<file path="config.mk">
export PLATFORM = sky130hd
export DESIGN_NAME = seq_multiplier_8bit
export DESIGN_NICKNAME = d
export VERILOG_FILES = /design/src/rtl/coal_arith_pkg.sv /design/src/rtl/seq_multiplier_8bit.sv
export SDC_FILE = /design/constraint.sdc
export NUM_CORES = 1
export LEC_CHECK = 0
export CAP_MARGIN = 30
export CORE_MARGIN = 5
export CORE_UTILIZATION = 30
export DETAILED_ROUTE_END_ITERATION = 10
export PLACE_DENSITY = 0.46
export SYNTH_ARGS = -nofsm -noshare
export SYNTH_HDL_FRONTEND = slang
export SYNTH_SLANG_ARGS = --single-unit
</file>
<file path="constraint.sdc">
create_clock -name clk -period 5.3 [get_ports clk]
set_input_delay 0.795 -clock clk [delete_from_list [all_inputs] [get_ports clk]]
set_output_delay 0.795 -clock clk [all_outputs]
set_load 0.01 [all_outputs]
</file>
<file path="src/rtl/coal_arith_pkg.sv">
// rtl/coal_arith_pkg.sv - shared state encodings and widths for the lab arithmetic unit
package coal_arith_pkg;

  localparam int ARITH_WIDTH = 8;

  localparam logic [1:0] ST_IDLE = 2'd0;
  localparam logic [1:0] ST_BUSY = 2'd1;
  localparam logic [1:0] ST_DONE = 2'd2;

  // Shared by the multiplier and divider so one controller can drive both
  typedef enum logic [1:0] {
    ARITH_IDLE = ST_IDLE,
    ARITH_BUSY = ST_BUSY,
    ARITH_DONE = ST_DONE
  } arith_state_t;

endpackage

</file>
<file path="src/rtl/seq_multiplier_8bit.sv">
// rtl/seq_multiplier_8bit.sv - shift-add multiplier, one partial product per clock
// Optional two's-complement operands when SEQ_MUL_SIGNED_EN is defined.
module seq_multiplier_8bit
  import coal_arith_pkg::*;
#(
  parameter int WIDTH = ARITH_WIDTH
) (
  input  logic                 clk,
  input  logic                 rst_n,
  input  logic                 start,
  input  logic [WIDTH-1:0]     multiplicand,
  input  logic [WIDTH-1:0]     multiplier,
  output logic [2*WIDTH-1:0]   product,
  output logic                 ready
);

  localparam int PW = 2 * WIDTH;
  localparam int CW = $clog2(WIDTH);
  localparam logic [CW-1:0] CNT_LAST = CW'(WIDTH - 1);

  arith_state_t      state_q, state_d;
  logic [PW-1:0]     acc_q, acc_d;
  logic [PW-1:0]     a_q, a_d;
  logic [WIDTH-1:0]  b_q, b_d;
  logic [CW-1:0]     cnt_q, cnt_d;
  logic [PW-1:0]     product_q, product_d;
  logic              ready_q, ready_d;
  logic [PW-1:0]     acc_step;
  logic [PW-1:0]     final_val;
  logic [WIDTH-1:0]  a_in, b_in;

`ifdef SEQ_MUL_SIGNED_EN
  logic sign_q, sign_d;

  // Magnitudes fit in WIDTH bits even for the most negative value (2^(WIDTH-1))
  always_comb begin
    a_in   = multiplicand[WIDTH-1] ? -multiplicand : multiplicand;
    b_in   = multiplier[WIDTH-1]   ? -multiplier   : multiplier;
    sign_d = sign_q;
    if (state_q != ARITH_BUSY && start) begin
      sign_d = multiplicand[WIDTH-1] ^ multiplier[WIDTH-1];
    end
    final_val = sign_q ? -acc_step : acc_step;
  end

  always_ff @(posedge clk or negedge rst_n) begin
    if (!rst_n) begin
      sign_q <= 1'b0;
    end else begin
      sign_q <= sign_d;
    end
  end
`else
  always_comb begin
    a_in      = multiplicand;
    b_in      = multiplier;
    final_val = acc_step;
  end
`endif

  always_comb begin
    acc_step  = b_q[0] ? (acc_q + a_q) : acc_q;
    state_d   = state_q;
    acc_d     = acc_q;
    a_d       = a_q;
    b_d       = b_q;
    cnt_d     = cnt_q;
    product_d = product_q;
    ready_d   = ready_q;
    unique case (state_q)
      ARITH_BUSY: begin
        acc_d = acc_step;
        a_d   = a_q << 1;
        b_d   = b_q >> 1;
        cnt_d = cnt_q + 1'b1;
        if (cnt_q == CNT_LAST) begin
          product_d = final_val;
          state_d   = ARITH_DONE;
          ready_d   = 1'b1;
        end
      end
      default: begin
        if (start) begin
          a_d     = {{WIDTH{1'b0}}, a_in};
          b_d     = b_in;
          acc_d   = '0;
          cnt_d   = '0;
          state_d = ARITH_BUSY;
          ready_d = 1'b0;
        end
      end
    endcase
  end

  always_ff @(posedge clk or negedge rst_n) begin
    if (!rst_n) begin
      state_q   <= ARITH_IDLE;
      acc_q     <= '0;
      a_q       <= '0;
      b_q       <= '0;
      cnt_q     <= '0;
      product_q <= '0;
      ready_q   <= 1'b1;
    end else begin
      state_q   <= state_d;
      acc_q     <= acc_d;
      a_q       <= a_d;
      b_q       <= b_d;
      cnt_q     <= cnt_d;
      product_q <= product_d;
      ready_q   <= ready_d;
    end
  end

  assign product = product_q;
  assign ready   = ready_q;

endmodule

</file>
==> key figures, run 1 <==
Status
  – Status: complete, no violations

Run
  – Max Cap Viol: 0

Floorplanning
  – I/O pin count: 36
  – Core area: ~0.011 sq mm
  – Starting Density: 0.308
  – Die height: 116 um
  – Die width: 116 um
  – Die area: 0.0134 sq mm
  – Row count: 38

Pwr
  – Pwr Total: 2.54 mW
  – Leak pwr: ~1.9 nW
  – Power density cells: 606 mW/mm^2
  – Peak supply drop: between 0.2 and 0.3 mV

Critical path
  – Reg-to-reg startpoint: a_q[0]
  – Worst setup path category: flop to flop
  – Crit path from: a_q[0]
  – CP max FO: 3
  – Reg2Reg Capture Point: product[14]
  – Most used cell, CP: a21oi_1
  – Setup crit end kind: flop
  – CP required: 5.49 ns
  – R2r worst-path depth: 8
  – Cell Chain, Critical Path: ha_1 -> fa_1 -> a21o_1 -> a22oi_1 -> a21oi_1 -> a21oi_1 -> mux2i_1 -> o211ai_1
  – CP max stage delay: 0.42 ns
  – Setup crit start kind: flop
  – Worst EP arrival: 2.62 ns
  – Reg2reg setup slack: 2.87 ns
  – Worst path slowest cell: dfrtp_1

Yosys
  – Seq/Total Area, Yosys: 0.461
  – Cell taking the most area after synthesis: dfrtp_1
  – Distinct cells, synth: 47
  – FFs w/ async S/R, synth: 1.00
  – Top FF cell, synth: dfrtp_1
  – Syn_nets: 387
  – Syn Inst Count: 350
  – Synth top area cells: dfrtp_1, mux2i_1, ha_1, o21ai_0, nand2_1
  – Synth Area per Inst: 9.62 sq um
  – Post-synth EDFFs: 0
  – Seq cells post-synth: 62
  – Synth top area share: 0.454
  – Post-Syn Area: 0.00337 sq mm
  – Yosys Warn Count: 0

Clock tree
  – Setup Buffers After CTS: 0
  – Worst-skew pair later-pin latency: between 0.3 and 0.4 ns
  – CTS Hold Buffers Added: 0
  – Root Driver: clkbuf_16
  – Clock Path Buffers: 2
  – CTS Sinks: 62
  – CTS tree: done
  – Clk pin slew, worst setup/hold paths: 0.05 ns
  – Cts bufs inserted: 9
  – Post-CTS Resized: 0
  – H-tree Lvls: 3

Finish
  – ANT cells: 0
  – Ratio of cells with drive above 1 in the final layout: 0.0722
  – Final net count: 420
  – Final Cell Area: 0.00419 sq mm
  – # fillers: 1118
  – Area grow syn2layout: 24.6%

Routing
  – DR DRC count: 0
  – Post-Route WL: between 7000 and 8000 um
  – Vias/cell: 4.91
  – 1st-iter DRT viols: 59
  – Detail Route Antenna Nets: 0
  – Total number of vias: 2590
  – Post-DR wirelength/cell: ~15 um
  – First-pass DRT Iterations: 4

STA
  – Worst-margin pin slew: 0.825 ns
  – Tcrit/Tclk final: 0.458
  – Final setup TNS: 0 ns
  – Clock Skew: about 0.006 ns
  – Fmax: roughly 0.41 GHz
  – Slew HR: 0.449
  – RSZ-0062 raised after global routing: false
  – Tmin final: around 2.4 ns
  – Final setup vio count: 0
  – Hold Violations, Final: 0
  – Pins Over Slew Limit: 0

GRT
  – Met3 Resource Use GR: 0.0350
  – GRT overflow: 0
  – First-pass GRT wire length: 13900 um
  – Initial antenna violation count: 0
  – Gr usage total: 0.133
  – Pin count of the biggest net entering global routing: 63
  – Number of global-route vias before repair: 2685
  – GRT met2 Usage: 0.193
  – Grt peak-use layer: met2
  – Met1 Use GR: 0.192

Place
  – Placer's final routability congestion estimate: 0.833
  – HPWL Detailed: about 5500 um
  – Post-DP Area: 0.00385 sq mm
  – IO buf count: 35

Min path
  – Min-Delay Path Depth: 1
  – Hold_sp: product[7]
  – Hold Path Sink: product[7]
  – Hold Crit Class: flop to flop
-- Yosys cell counts, types with 3 or more instances --
cell and n:
dfrtp_1 61, nand2_1 51, o21ai_0 42, a21oi_1 25, mux2i_1 22, nor2_1 22
clkbuf_1 17, ha_1 17, a21o_1 11, nand2b_1 10, a22o_1 8, xnor2_1 8
and3_1 6, xor2_1 6, inv_1 4, o211ai_1 3
-- flip-flops by register name (all words and copies together), names as in the netlist --
register / flops
cnt_q: 3
b_q: 8
product: 16
ready: 1
acc_q: 16
a_q: 16
state_q: 2
-- cell type report --
cell class | instances | area [sq um] | area share
flip-flops and latches | 62 | 1550 | 0.370
clock inverters | 3 | 65.1 | 0.0155
well taps | 140 | 175 | 0.0418
multi-input cells | 266 | 1730 | 0.413
inverters | 4 | 15.0 | 0.00358
clock buffers | 13 | 270 | 0.0644
repair buffers | 40 | 383 | 0.0913
-- through the flow --
step           instances  hold slack (ns)  worst slack (ns)   util
2_1_floorplan        350            0.449              3.11      -
3_3_place_gp         511            0.462              2.69  0.352
3_5_place_dp         511            0.470              2.69  0.352
4_1_cts              527            0.480              2.84  0.383
5_1_grt              528            0.498              2.69  0.384
6_report             528            0.476              2.87  0.384
-- power breakdown --
group / total (mW) / switching [mW] / leakage (nW) / internal (mW)
sequential: 0.811 / 0.141 / 0.801 / 0.670
combinational: 1.07 / 0.625 / 0.965 / 0.448
clock: 0.656 / 0.207 / 0.166 / 0.449
total: 2.54 / 0.973 / 1.93 / 1.57
-- cells in the final DEF (no fill, tap or decap), types with 2 or more instances in the layout --
| cell type | instances |
|---|---|
| mux2i_1 | 22 |
| o21bai_1 | 2 |
| o311ai_0 | 2 |
| xor2_1 | 6 |
| inv_1 | 4 |
| nand3b_1 | 2 |
| nand2_1 | 51 |
| nor3_1 | 2 |
| dfrtp_1 | 61 |
| nand2b_1 | 10 |
| ha_1 | 17 |
| a22o_1 | 8 |
| buf_4 | 5 |
| clkdlybuf4s50_1 | 34 |
| clkbuf_16 | 9 |
| a21o_1 | 11 |
| clkbuf_8 | 3 |
| xnor2_1 | 8 |
| and3_1 | 6 |
| a21oi_1 | 25 |
| and4_1 | 2 |
| o211ai_1 | 3 |
| a21boi_0 | 2 |
| bufinv_16 | 2 |
| nor2_1 | 22 |
| o21ai_0 | 42 |
-- logic make-up after synthesis --
group | Yosys count | share of synthesized area
AOI/OAI and AO/OA | 110 | 0.203
xor gates and xnor gates | 14 | 0.0364
adders and majority gates | 18 | 0.0691
buffers and inverters | 22 | 0.0245
DFF | 62 | 0.461
muxes | 22 | 0.0654
and+or+nand+nor | 102 | 0.140
-- worst max-delay path by stage --
stage | cells past startpoint | endpoint | slack, ns
finish | 8 | product[14] | 2.87
global route | 8 | product[8] | 2.69
CTS | 8 | product[14] | 2.84
detailed placement | 4 | acc_q[3] | 2.69
global placement | 4 | acc_q[11] | 2.69
floorplan | 7 | product[15] | 3.11
-- critical path, delay by kind of cell, from the launching register on --
family,cells,cell delay [ns]
adders and majority gates,2,0.66
DFF,1,0.42
muxes,1,0.22
AOI/OAI and AO/OA,5,1.01
-- routing by layer --
metal	vias up	part of all wire
met5	-	0
met4	0	0.016
met2	43	0.43
met1	1219	0.53
li1	1320	-
met3	8	0.032
Note: power is estimated with default switching activity, not from simulation.
==> inputs of run 2 (changes only) <==
- PLACE_DENSITY: 0.46 -> 0.47
- clock period: 5.3 -> 2.2 ns (I/O delays scaled with it)
==> run 2 against run 1 <==
Wire length grew 13%. The run now ends with setup timing left. Critical path depth shrank 1. Total power grew to 2.7 times the previous value. Sequential cell count is the same. Largest power group unchanged. Final area grew 12%.
==> key figures, run 2 (synthesized netlist as in run 1, its figures left out) <==
Critical path
  – Cell Chain, Critical Path: ha_4 -> a21o_1 -> a31o_1 -> and2_4 -> or4_4 -> a21o_1 -> a31oi_1 (was ha_1 -> fa_1 -> a21o_1 -> a22oi_1 -> a21oi_1 -> a21oi_1 -> mux2i_1 -> o211ai_1)
  – Worst EP arrival: 2.49 ns (was 2.62 ns)
  – Worst path slowest cell: or4_4 (was dfrtp_1)
  – CP max stage delay: 0.52 ns (was 0.42 ns)
  – Worst setup path category: flop to flop (unchanged)
  – CP required: 2.45 ns (was 5.49 ns)
  – CP Buf/Inv Count: 0 (unchanged)
  – CP max FO: 4 (was 3)
  – Most used cell, CP: a21o_1 (was a21oi_1)
  – Setup crit end kind: flop (unchanged)
  – Critical path's top delay family: compound AO/OA/AOI/OAI gates (unchanged)
  – Setup crit start kind: flop (unchanged)

Floorplanning
  – Die height: 116 um (unchanged)
  – Die width: 116 um (unchanged)
  – Row count: 38 (unchanged)
  – Die area: 0.0134 sq mm (unchanged)
  – Starting Density: 0.308 (unchanged)
  – Core area: 0.0109 sq mm (unchanged)
  – I/O pin count: 36 (unchanged)

Routing
  – DR DRC count: 0 (unchanged)
  – 1st-iter DRT viols: 106 (was 59)
  – Post-DR wirelength/cell: 15.6 um (was 15.0 um)
  – Detail Route Antenna Nets: 0 (unchanged)
  – Vias/cell: 4.90 (was 4.91)
  – Post-Route WL: 8920 um (was 7920 um)
  – Total number of vias: 2798 (was 2590)
  – First-pass DRT Iterations: 4 (unchanged)

STA
  – Hold WS: 0.0139 ns (was 0.476 ns)
  – Pins Over Slew Limit: 0 (unchanged)
  – Tcrit/Tclk final: 1.02 (was 0.458)
  – Final setup margin: -0.0458 ns (was 2.87 ns)
  – Tmin final: 2.25 ns (was 2.43 ns)
  – Fmax: 0.445 GHz (was 0.412 GHz)
  – Slew HR: 0.559 (was 0.449)
  – Clock Skew: 0.00591 ns (was 0.00612 ns)
  – Final setup vio count: 2 (was 0)
  – Hold Violations, Final: 0 (unchanged)
  – Worst-margin pin slew: 0.660 ns (was 0.825 ns)
  – RSZ-0062 raised after global routing: true (was false)

Clock tree
  – H-tree Lvls: 3 (unchanged)
  – Clk pin slew, worst setup/hold paths: 0.06 ns (was 0.05 ns)
  – Cts bufs inserted: 9 (unchanged)
  – CTS Hold Buffers Added: 0 (unchanged)
  – Clock Path Buffers: 2 (unchanged)
  – Root Driver: clkbuf_16 (unchanged)
  – CTS Sinks: 62 (unchanged)
  – Worst-skew pair later-pin latency: 0.33 ns (about the same)
  – CTS tree: done (unchanged)

Finish
  – Final net count: 463 (was 420)
  – Ratio of cells with drive above 1 in the final layout: 0.209 (was 0.0722)
  – # fillers: 1081 (was 1118)
  – Final core utilization: 0.429 (was 0.384)
  – Area grow syn2layout: 39.4% (was 24.6%)
  – Most common cell after layout, fill and taps aside: dfrtp_1 (unchanged)
  – ANT cells: 0 (unchanged)
  – Commonest non-fill, non-tap cells in the layout: dfrtp_1, nand2_1, buf_4 (was dfrtp_1, nand2_1, o21ai_0)

Run
  – Max Cap Viol: 0 (unchanged)

Place
  – Placer's final routability congestion estimate: 0.852 (was 0.833)
  – IO buf count: 35 (unchanged)
  – HPWL Detailed: 6100 um (was 5530 um)

Min path
  – Hold Crit Class: input port to asynchronous set/reset pin (was flop to flop)

GRT
  – Initial antenna violation count: 0 (unchanged)
  – Pin count of the biggest net entering global routing: 63 (unchanged)
  – First-pass GRT wire length: 14800 um (was 13900 um)
  – GRT overflow: 0 (unchanged)
  – Gr usage total: 0.143 (was 0.133)
  – Number of global-route vias before repair: 2962 (was 2685)

Pwr
  – Leak pwr: 2.16 nW (was 1.93 nW)
  – Peak supply drop: 0.571 mV (was 0.264 mV)
  – Power density cells: 1480 mW/mm^2 (was 606 mW/mm^2)
  – Pwr Total: 6.94 mW (was 2.54 mW)

Status
  – Failing checks: setup timing
  – Status: complete, but fails checks (was complete, no violations)
run 2: path summary, 6_finish.rpt:
check,endpoint,from,slack [ns],cells past startpoint
min in group clk,product[1],product[1],0.47,2
min reg2reg,product[1],product[1],0.47,2
max in group asynchronous,ready,rst_n,1.88,2
max,product[15],acc_q[8],-0.05,7
min,a_q[0],rst_n,0.01,2
max reg2reg,product[15],acc_q[8],-0.05,7
run 2: cell type report:
class                      count  area, sq um  share of cell area
clock buffer                  12          246              0.0525
clock inverter                 4         70.1              0.0149
sequential                    62         1550               0.331
multi-input combinational    266         1890               0.403
timing repair buffer          83          742               0.158
tap                          140          175              0.0373
inverter                       4         15.0             0.00320
run 2: timing repair:
item                                    4_1_cts  5_1_grt
setup buffers                                 4        1
pin swaps                                     1       13
endpoints found under the setup margin       10       18
resized for setup                             8       25
run 2: power by group:
part           leakage [nW]  internal, mW  switching (mW)
combinational          1.20          1.65            1.78
clock                 0.157          1.02           0.506
sequential            0.801          1.61           0.376
total                  2.16          4.28            2.66
run 2: stage by stage:
stage / std cells / TNS (ns) / worst slack, ns / area, sq um
floorplan: 350 / 0 / 0.00845 / 3370
global placement: 550 / -0.0650 / -0.0299 / 4170
detailed placement: 550 / -0.402 / -0.141 / 4170
CTS: 570 / -0.146 / -0.0599 / 4560
global route: 571 / -0.309 / -0.131 / 4690
finish: 571 / -0.0467 / -0.0458 / 4690
run 2: metal layers:
metal / up-vias / wire length, um / GRT usage
met5: - / 0 / 0
met4: 0 / 162 / 0.0557
met3: 13 / 263 / 0.0345
met2: 43 / 3960 / 0.219
met1: 1336 / 4530 / 0.196
li1: 1406 / - / -
